===== config.mk =====
export PLATFORM = sky130hd
export DESIGN_NAME = load_store_unit
export DESIGN_NICKNAME = d
export VERILOG_FILES = /design/src/rtl/load_store_unit.sv
export SDC_FILE = /design/constraint.sdc
export NUM_CORES = 1
export LEC_CHECK = 0
export ABC_AREA = 0
export CORE_ASPECT_RATIO = 2
export CORE_MARGIN = 4
export CORE_UTILIZATION = 46
export DETAILED_ROUTE_END_ITERATION = 12
export PLACE_DENSITY_LB_ADDON = 0.15
export SLEW_MARGIN = 25
export SYNTH_ARGS = -nofsm -noshare
export SYNTH_HDL_FRONTEND = slang
export SYNTH_SLANG_ARGS = --single-unit

===== constraint.sdc =====
create_clock -name clk -period 2.8 [get_ports clk]
set_clock_uncertainty 0.2 [all_clocks]
set_input_delay 0.84 -clock clk [delete_from_list [all_inputs] [get_ports clk]]
set_output_delay 0.84 -clock clk [all_outputs]
set_load 0.05 [all_outputs]

===== src/rtl/load_store_unit.sv =====
// RV32I load/store unit: turns core byte/half/word accesses into word-aligned
// memory requests with byte enables, extends load data and reports errors.
module load_store_unit #(
    parameter int MAX_WAIT = 255,
    parameter int CNT_W    = 16
) (
    input  logic        clk,
    input  logic        reset_n,
    input  logic        req_valid,
    input  logic        req_we,
    input  logic [2:0]  req_funct3,
    input  logic [31:0] req_addr,
    input  logic [31:0] req_wdata,
    output logic        stall,
    output logic        rsp_valid,
    output logic [31:0] rsp_rdata,
    output logic        err,
    output logic [1:0]  err_code,
    output logic        mem_req,
    output logic        mem_we,
    output logic [3:0]  mem_be,
    output logic [31:0] mem_addr,
    output logic [31:0] mem_wdata,
    input  logic        mem_ready,
    input  logic [31:0] mem_rdata
);

    typedef enum logic [1:0] {IDLE, ACCESS, RESP, ERR} state_t;

    localparam logic [CNT_W-1:0] WAIT_LIMIT = CNT_W'(MAX_WAIT - 1);

    state_t           state_q, state_d;
    logic             we_q;
    logic [2:0]       funct3_q;
    logic [31:0]      addr_q, wdata_q;
    logic [CNT_W-1:0] cnt_q, cnt_d;
    logic [1:0]       err_code_q, err_code_d;
    logic [31:0]      rsp_rdata_q, rsp_rdata_d;
    logic             capture;
    logic             req_illegal, req_misaligned;
    logic [3:0]       be;
    logic [31:0]      wdata_lanes;
    logic [7:0]       byte_sel;
    logic [15:0]      half_sel;
    logic [31:0]      load_data;

    // Loads allow 000/001/010/100/101; stores only 000/001/010.
    always_comb begin
        req_illegal = req_we ? (req_funct3[2] || req_funct3[1:0] == 2'b11)
                             : (req_funct3 == 3'b011 || req_funct3[2:1] == 2'b11);
        case (req_funct3[1:0])
            2'b01:   req_misaligned = req_addr[0];
            2'b10:   req_misaligned = (req_addr[1:0] != 2'b00);
            default: req_misaligned = 1'b0;
        endcase
    end

    always_comb begin
        be          = 4'b1111;
        wdata_lanes = wdata_q;
        case (funct3_q[1:0])
            2'b00: begin
                be          = 4'b0001 << addr_q[1:0];
                wdata_lanes = {4{wdata_q[7:0]}};
            end
            2'b01: begin
                be          = addr_q[1] ? 4'b1100 : 4'b0011;
                wdata_lanes = {2{wdata_q[15:0]}};
            end
            default: ;
        endcase
    end

    always_comb begin
        case (addr_q[1:0])
            2'b00:   byte_sel = mem_rdata[7:0];
            2'b01:   byte_sel = mem_rdata[15:8];
            2'b10:   byte_sel = mem_rdata[23:16];
            default: byte_sel = mem_rdata[31:24];
        endcase
        half_sel = addr_q[1] ? mem_rdata[31:16] : mem_rdata[15:0];
        case (funct3_q)
            3'b000:  load_data = {{24{byte_sel[7]}}, byte_sel};
            3'b100:  load_data = {24'h0, byte_sel};
            3'b001:  load_data = {{16{half_sel[15]}}, half_sel};
            3'b101:  load_data = {16'h0, half_sel};
            default: load_data = mem_rdata;
        endcase
    end

    always_comb begin
        // NOTE: every output of this block gets a default first so no path infers a latch.
        state_d     = state_q;
        cnt_d       = cnt_q;
        err_code_d  = err_code_q;
        rsp_rdata_d = rsp_rdata_q;
        capture     = 1'b0;
        stall       = 1'b0;
        mem_req     = 1'b0;
        rsp_valid   = 1'b0;
        err         = 1'b0;
        case (state_q)
            IDLE: begin
                // The core is never held while reset is asserted.
                stall = req_valid && reset_n;
                if (req_valid) begin
                    capture = 1'b1;
                    cnt_d   = '0;
                    if (req_illegal) begin
                        state_d     = ERR;
                        err_code_d  = 2'b11;
                        rsp_rdata_d = '0;
                    end else if (req_misaligned) begin
                        state_d     = ERR;
                        err_code_d  = 2'b01;
                        rsp_rdata_d = '0;
                    end else begin
                        state_d = ACCESS;
                    end
                end
            end
            ACCESS: begin
                stall   = 1'b1;
                mem_req = 1'b1;
                if (mem_ready) begin
                    state_d     = RESP;
                    err_code_d  = 2'b00;
                    rsp_rdata_d = we_q ? 32'h0 : load_data;
                end else if (cnt_q == WAIT_LIMIT) begin
                    state_d     = ERR;
                    err_code_d  = 2'b10;
                    rsp_rdata_d = '0;
                end else begin
                    cnt_d = cnt_q + CNT_W'(1);
                end
            end
            RESP: begin
                rsp_valid = 1'b1;
                state_d   = IDLE;
            end
            ERR: begin
                rsp_valid = 1'b1;
                err       = 1'b1;
                state_d   = IDLE;
            end
            default: state_d = IDLE;
        endcase
    end

    // NOTE: sequential state uses non-blocking assignments so every register samples pre-edge values.
    always_ff @(posedge clk or negedge reset_n) begin
        if (!reset_n) begin
            state_q     <= IDLE;
            cnt_q       <= '0;
            err_code_q  <= 2'b00;
            rsp_rdata_q <= '0;
            we_q        <= 1'b0;
            funct3_q    <= 3'b000;
            addr_q      <= '0;
            wdata_q     <= '0;
        end else begin
            state_q     <= state_d;
            cnt_q       <= cnt_d;
            err_code_q  <= err_code_d;
            rsp_rdata_q <= rsp_rdata_d;
            if (capture) begin
                we_q     <= req_we;
                funct3_q <= req_funct3;
                addr_q   <= req_addr;
                wdata_q  <= req_wdata;
            end
        end
    end

    // Memory side is driven purely from captured registers so it stays stable while waiting.
    assign mem_we    = mem_req && we_q;
    assign mem_be    = mem_req ? be : 4'b0000;
    assign mem_addr  = {addr_q[31:2], 2'b00};
    assign mem_wdata = wdata_lanes;
    assign err_code  = err_code_q;
    assign rsp_rdata = rsp_rdata_q;

endmodule

## Word-level counts from Yosys, hierarchy flattened

Cells that the tools add are included.
Widths: inputs -> output; s select.

| word-level totals | value |
|---|---|
| flip-flop bits (word level) | 120 |
| input bits | 104 |
| output and inout port bits | 107 |
| logic and storage cells | 82 |

| operators by class | value |
|---|---|
| add/sub/neg operators | 1 |
| equality and inequality tests | 20 |
| shifts and indexed selects | 1 |
| mux-type cells | 38 |
| reduce and logical (&&, ||, !) cells | 14 |

Operators with widths:

| operator | number |
|---|---|
| $mux 32 | 6 |
| $pmux 32 s2 | 2 |
| $pmux 32 s4 | 1 |
| $mux 16 | 4 |
| $pmux 16 s2 | 1 |
| $pmux 8 s3 | 1 |
| $mux 2 | 10 |
| $add 16x1->16 const B | 1 |
| $eq 16x8->1 const B | 1 |
| $eq 2x2->1 const B | 6 |
| $eq 2x1->1 const B | 4 |
| $mux 4 | 2 |
| $pmux 4 s2 | 1 |
| $reduce_and 4->1 | 2 |
| $eq 3x3->1 const B | 2 |
| $logic_not 2->1 | 3 |
| $mux 1 | 6 |
| $ne 2x2->1 const B | 3 |
| $ne 3x3->1 const B | 2 |
| $pmux 2 s3 | 1 |
| $pmux 1 s2 | 2 |
| $pmux 2 s2 | 1 |
| $reduce_bool 2->1 | 2 |
| $shl 1x2->4 const A | 1 |
| 7 further kinds | 9 |

## Longest topological paths before layout

| logic depth | value |
|---|---|
| depth after elaboration | 6 |
| gate-level depth with buffers | 9 |
| depth with buffers taken out | 8 |

## Least setup slack after synthesis

No wires, ideal clock.

| timing | value |
|---|---|
| kind | register to output |
| start point | register funct3_q[0] |
| end point | output port mem_be[3] |
| data arrival time | 2.168 ns |
| data required time | 1.760 ns |
| path slack | -0.408 ns |
| cell stages (with the launch flop) | 6 |
| buffers on the path | 3 |
| cells stage by stage | dfrtp_1 clkbuf_1 buf_1 clkbuf_1 o21ai_0 a21oi_1 |

| on the way | value |
|---|---|
| longest elaborated chain between the ends | 3 |
| elaborated cells on any way between the ends | 4 |
| classes of those cells | 1 x eq/ne; 2 x mux; 1 x reduce/logical |

Ends and longest elaborated chain:

| element | line | text |
|---|---|---|
| start: declaration | 34 | `logic [2:0] funct3_q;` |
| start signal: assignment | 168 | `funct3_q <= req_funct3;` |
| $eq 2x1->1 or $logic_not 2->1 (tied branches) | 61 | `case (funct3_q[1:0])` |
| $pmux 4 s2 (*) | 61 |  |
| $mux 4 (*) | 177 | `assign mem_be = mem_req ? be : 4'b0000;` |
| end: declaration | 21 | `output logic [3:0] mem_be,` |

Every way passes the cells marked *; elsewhere a longest branch is shown, timed or not.

## Worst setup path in the final report

| timing | value |
|---|---|
| start point | register funct3_q[0] |
| end point | output port mem_wdata[14] |

| on the way | value |
|---|---|
| longest elaborated chain between the ends | 2 |
| elaborated cells on any way between the ends | 3 |
| classes of those cells | 1 x eq/ne; 1 x mux; 1 x reduce/logical |

Ends and longest elaborated chain:

| element | line | text |
|---|---|---|
| $eq 2x1->1 or $logic_not 2->1 (tied branches) | 61 |  |
| $pmux 32 s2 (*) | 61 |  |
| end: declaration | 23 | `output logic [31:0] mem_wdata,` |

Marks and branches as above.

==> reports/qor_table.md <==
| Parameter | This run |
| --- | --- |
| DR WL/cell | 18.6 um |
| Congestion Overflow GR | 0 |
| Final hold vios | 0 |
| Launching element type of the critical path | flop |
| Share of the clock period used by the worst path after layout | 98.0% |
| Final count of negative-setup-slack endpoints | 0 |
| H-tree depth | 4 |
| Pre-CTS setup slack | -0.354 ns |
| Pin count of the biggest net entering global routing | 121 |
| Unrepaired setup endpoints after global routing | no |
| Clock-pin slew of the registers on the worst-case setup and hold paths | 0.05 ns |
| Worst hold-check slack | 0.273 ns |
| Net count reported at finish | 976 |
| Synth unique cells | 54 |
| Share of layout cells above drive strength 1 | 15.0% |
| Post-DRT Antenna Nets | 0 |
| Startpoint of the tightest hold check path | wdata_q[19] |
| Via count of the first global-routing pass | 5944 |
| Residual DRC count | 0 |
| Post-synthesis instance total | 690 |
| Antenna fix cells | 0 |
| Min-Delay Endpoint | wdata_q[19] |
| Synthesis warning total | 0 |
| Worst hold-check path type | flop to flop |
| Number of iterations in the first detailed-routing pass | 5 |
| Total global routing track utilization | 24.8% |
| Post-synthesis sequential area ratio | 48.9% |
| Commonest register cell after synthesis | sky130_fd_sc_hd__dfrtp_1 |
| R2R Path Start | cnt_q[0] |
| Count of hold-fix buffers inserted at cts | 0 |
| Clock Tree Root | sky130_fd_sc_hd__clkbuf_16 |
| Routed via count | 5652 |
| Depth of the worst register-to-register path | 8 |
| TritonCTS buffer count | 17 |
| Via-per-instance ratio | 5.48 |
| Maximum vdd ir drop | 803 uV |
| Max Slew Vio Count | 0 |
| Wire length of the first global-routing pass | 30200 um |
| Number of enable-type register cells in the synthesized netlist | 0 |
| Register-to-Register Setup Slack | 0.31 ns |
| Die Area | 15400 um2 |
| Crit Path Class | flop to primary output |
| Clock tree from TritonCTS | done |
| Tightest Pin Transition | 0.686 ns |
| Largest fanout of any net on the critical path | 4 |
| Initial core utilization | 47.0% |
| Post-Synthesis Cell Area | 6150 um2 |
| Total of max-cap violations | 0 |
| Sum of routed wire length over all layers | 19200 um |
| Proportion of synthesized flip-flops having asynchronous set or reset | 100% |
| Hold Crit Depth | 2 |
| Clock Latency Late Sink | 0.41 ns |
| Iter 0 DRT Violations | 285 |
| Clock period minus worst slack | 2.75 ns |
| Clk sink count | 120 |
| HPWL after detailed placement | 14000 um |
| Number of setup buffers added after CTS | 0 |
| Number of filler cells placed in the layout | 1012 |
| Io pins | 211 |
| Power density over cell area | 1440 nW/um2 |
| Flop and latch count out of synthesis | 120 |
| Avg Cell Area, Syn | 8.91 um2 |
| Nature of the critical path endpoint | primary output |
| Run status | completed |
| Endpoint arrival time on the critical path | 1.71 ns |
| Util after Layout | 70.0% |
| Vertical die dimension | 171 um |
| Area of the core region | 13100 um2 |
| # port buffers | 208 |
| CTS Buffer Depth | 2 |
| Leakage power | 4.25 nW |
| Cell row count | 59 |
| Worst reg2reg endpoint | rsp_rdata[6] |
| Antenna violations before repair | 0 |
| Final Wtd Congestion | 0.920 |
| Final critical-path setup slack | 0.0548 ns |
| Required time of the critical path | 1.76 ns |
| Worst max-slew margin expressed relative to the limit | 54.2% |
| Area Overhead vs Synth | 48.8% |
| Highest Clock Rate | 364 MHz |
| X dimension of the die | 89.7 um |
state kept, by name, indices dropped and copies added, names as in the netlist:
name       flops
rsp_rdata     32
addr_q        32
err_code       2
we_q           1
wdata_q       32
funct3_q       3
cnt_q         16
state_q        2
layer usage:
metal | vias up | track usage (%) | wire (um)
met5 | - | 0 | 0
met4 | 0 | 15.3 | 989
met3 | 61 | 5.95 | 1190
met2 | 244 | 44.6 | 10200
met1 | 2712 | 26.1 | 6810
li1 | 2635 | - | -
critical path, stage by stage (launching register included):
cell	delay, ns
sky130_fd_sc_hd__dfrtp_2	0.44
sky130_fd_sc_hd__nor2_4	0.20
sky130_fd_sc_hd__buf_6	0.14
sky130_fd_sc_hd__mux2_2	0.32
sky130_fd_sc_hd__buf_4	0.19
cell usage after synthesis, drive strengths merged (2+ instances only):
library cell,instances,area (um2)
mux2i,14,140
clkbuf,30,113
a31oi,2,12.5
nor2,36,135
nand3,10,50.1
nand4,4,31.3
dfrtp,120,3000
and2,4,25.0
o21a,2,15.0
a22o,2,17.5
o211ai,3,22.5
mux2,16,180
xnor2,6,52.6
inv,17,63.8
nor2b,3,18.8
a21o,2,15.0
a21oi,12,60.1
or4,4,30.0
a222oi,5,50.1
o22a,2,17.5
nand2b,6,37.5
nor3,6,30.0
and3,2,12.5
o2bb2ai,30,269
buf,51,394
or3,3,18.8
o31ai,4,30.0
ha,5,62.6
nor4,4,25.0
nand2,230,863
o21ai,33,165
a221oi,8,70.1
placed cells by master (no fill, tap or decap), types with 3 or more instances in the layout:
| cell | netlist | routed |
|---|---|---|
| sky130_fd_sc_hd__buf_4 | 42 | 21 |
| sky130_fd_sc_hd__nor2b_1 | 3 | 3 |
| sky130_fd_sc_hd__o211ai_1 | 3 | 3 |
| sky130_fd_sc_hd__nand2_1 | 230 | 230 |
| sky130_fd_sc_hd__or4_1 | 4 | 4 |
| sky130_fd_sc_hd__and2_1 | 4 | 4 |
| sky130_fd_sc_hd__nand3_1 | 10 | 10 |
| sky130_fd_sc_hd__a222oi_1 | 5 | 5 |
| sky130_fd_sc_hd__xnor2_1 | 6 | 6 |
| sky130_fd_sc_hd__o2bb2ai_1 | 29 | 29 |
| sky130_fd_sc_hd__buf_12 | 0 | 30 |
| sky130_fd_sc_hd__ha_1 | 5 | 5 |
| sky130_fd_sc_hd__nor3_1 | 6 | 6 |
| sky130_fd_sc_hd__buf_6 | 1 | 13 |
| sky130_fd_sc_hd__dfrtp_1 | 120 | 118 |
| sky130_fd_sc_hd__nor2_1 | 36 | 33 |
| sky130_fd_sc_hd__clkbuf_16 | 0 | 17 |
| sky130_fd_sc_hd__o21ai_2 | 0 | 7 |
| sky130_fd_sc_hd__o31ai_1 | 4 | 4 |
| sky130_fd_sc_hd__mux2_2 | 16 | 16 |
| sky130_fd_sc_hd__a221oi_1 | 8 | 8 |
| sky130_fd_sc_hd__clkdlybuf4s50_1 | 0 | 170 |
| sky130_fd_sc_hd__inv_1 | 16 | 16 |
| sky130_fd_sc_hd__mux2i_1 | 14 | 14 |
| sky130_fd_sc_hd__clkinv_4 | 0 | 4 |
| sky130_fd_sc_hd__nand4_1 | 3 | 3 |
| sky130_fd_sc_hd__or3_1 | 3 | 3 |
| sky130_fd_sc_hd__nand2b_1 | 6 | 5 |
| sky130_fd_sc_hd__dlymetal6s2s_1 | 0 | 3 |
| sky130_fd_sc_hd__o21ai_0 | 31 | 23 |
| sky130_fd_sc_hd__clkinv_2 | 0 | 5 |
| sky130_fd_sc_hd__a21oi_1 | 12 | 9 |
| sky130_fd_sc_hd__nor4_1 | 4 | 4 |
layout make-up:
cell class,count,area [um2],share of cell area [%]
repair buffers,238,2650,29.0
flip-flops and latches,120,3010,32.9
clock buffers,20,447,4.88
clock inverters,12,128,1.40
well taps,152,190,2.08
inverters,17,63.8,0.698
multi-input cells,473,2660,29.1
stage by stage:
step / instance area, um2 / total power [W] / setup TNS [ns] / std cells
2_1_floorplan: 6200 / 0.00814 / -0.0761 / 691
4_1_cts: 9070 / 0.0131 / 0 / 1032
3_5_place_dp: 8480 / 0.0109 / -9.32 / 1000
6_report: 9150 / 0.0132 / 0 / 1032
3_3_place_gp: 8480 / 0.0108 / -7.04 / 1000
5_1_grt: 9150 / 0.0138 / 0 / 1032
timing repair:
item                                    in CTS  in global routing
pin swaps                                    1                  1
endpoints found under the setup margin      10                 22
gates resized for setup                      6                 22
worst max path at each step:
stage                              from  depth (start not counted)  slack [ns]             to
after floorplan             funct3_q[0]                          5       -0.05      mem_be[3]
after global placement    req_funct3[0]                          9       -0.30   rsp_rdata[6]
after detailed placement  req_funct3[0]                          9       -0.35   rsp_rdata[0]
after CTS                   funct3_q[0]                          5       0.009      mem_be[2]
after global routing        funct3_q[0]                          4       0.008  mem_wdata[15]
final                       funct3_q[0]                          4        0.05  mem_wdata[14]
kinds of logic after synthesis:
logic type               share of synthesized area, %
multiplexers                                     5.21
XOR/XNOR                                        0.998
AND/OR/NAND/NOR                                  21.5
AO/OA/AOI/OAI                                    13.0
other                                          0.0610
buffers and inverters                            9.28
flip-flops                                       48.9
adder cells (fa/ha/maj)                          1.02
power by group:
group	switching [W]	total [W]	internal (W)	leakage (nW)
clock network	0.000805	0.00213	0.00133	0.283
logic	0.00501	0.00807	0.00306	2.43
registers	0.000532	0.00297	0.00243	1.54
total	0.00635	0.0132	0.00682	4.25
(Power assumes the default switching activity.)
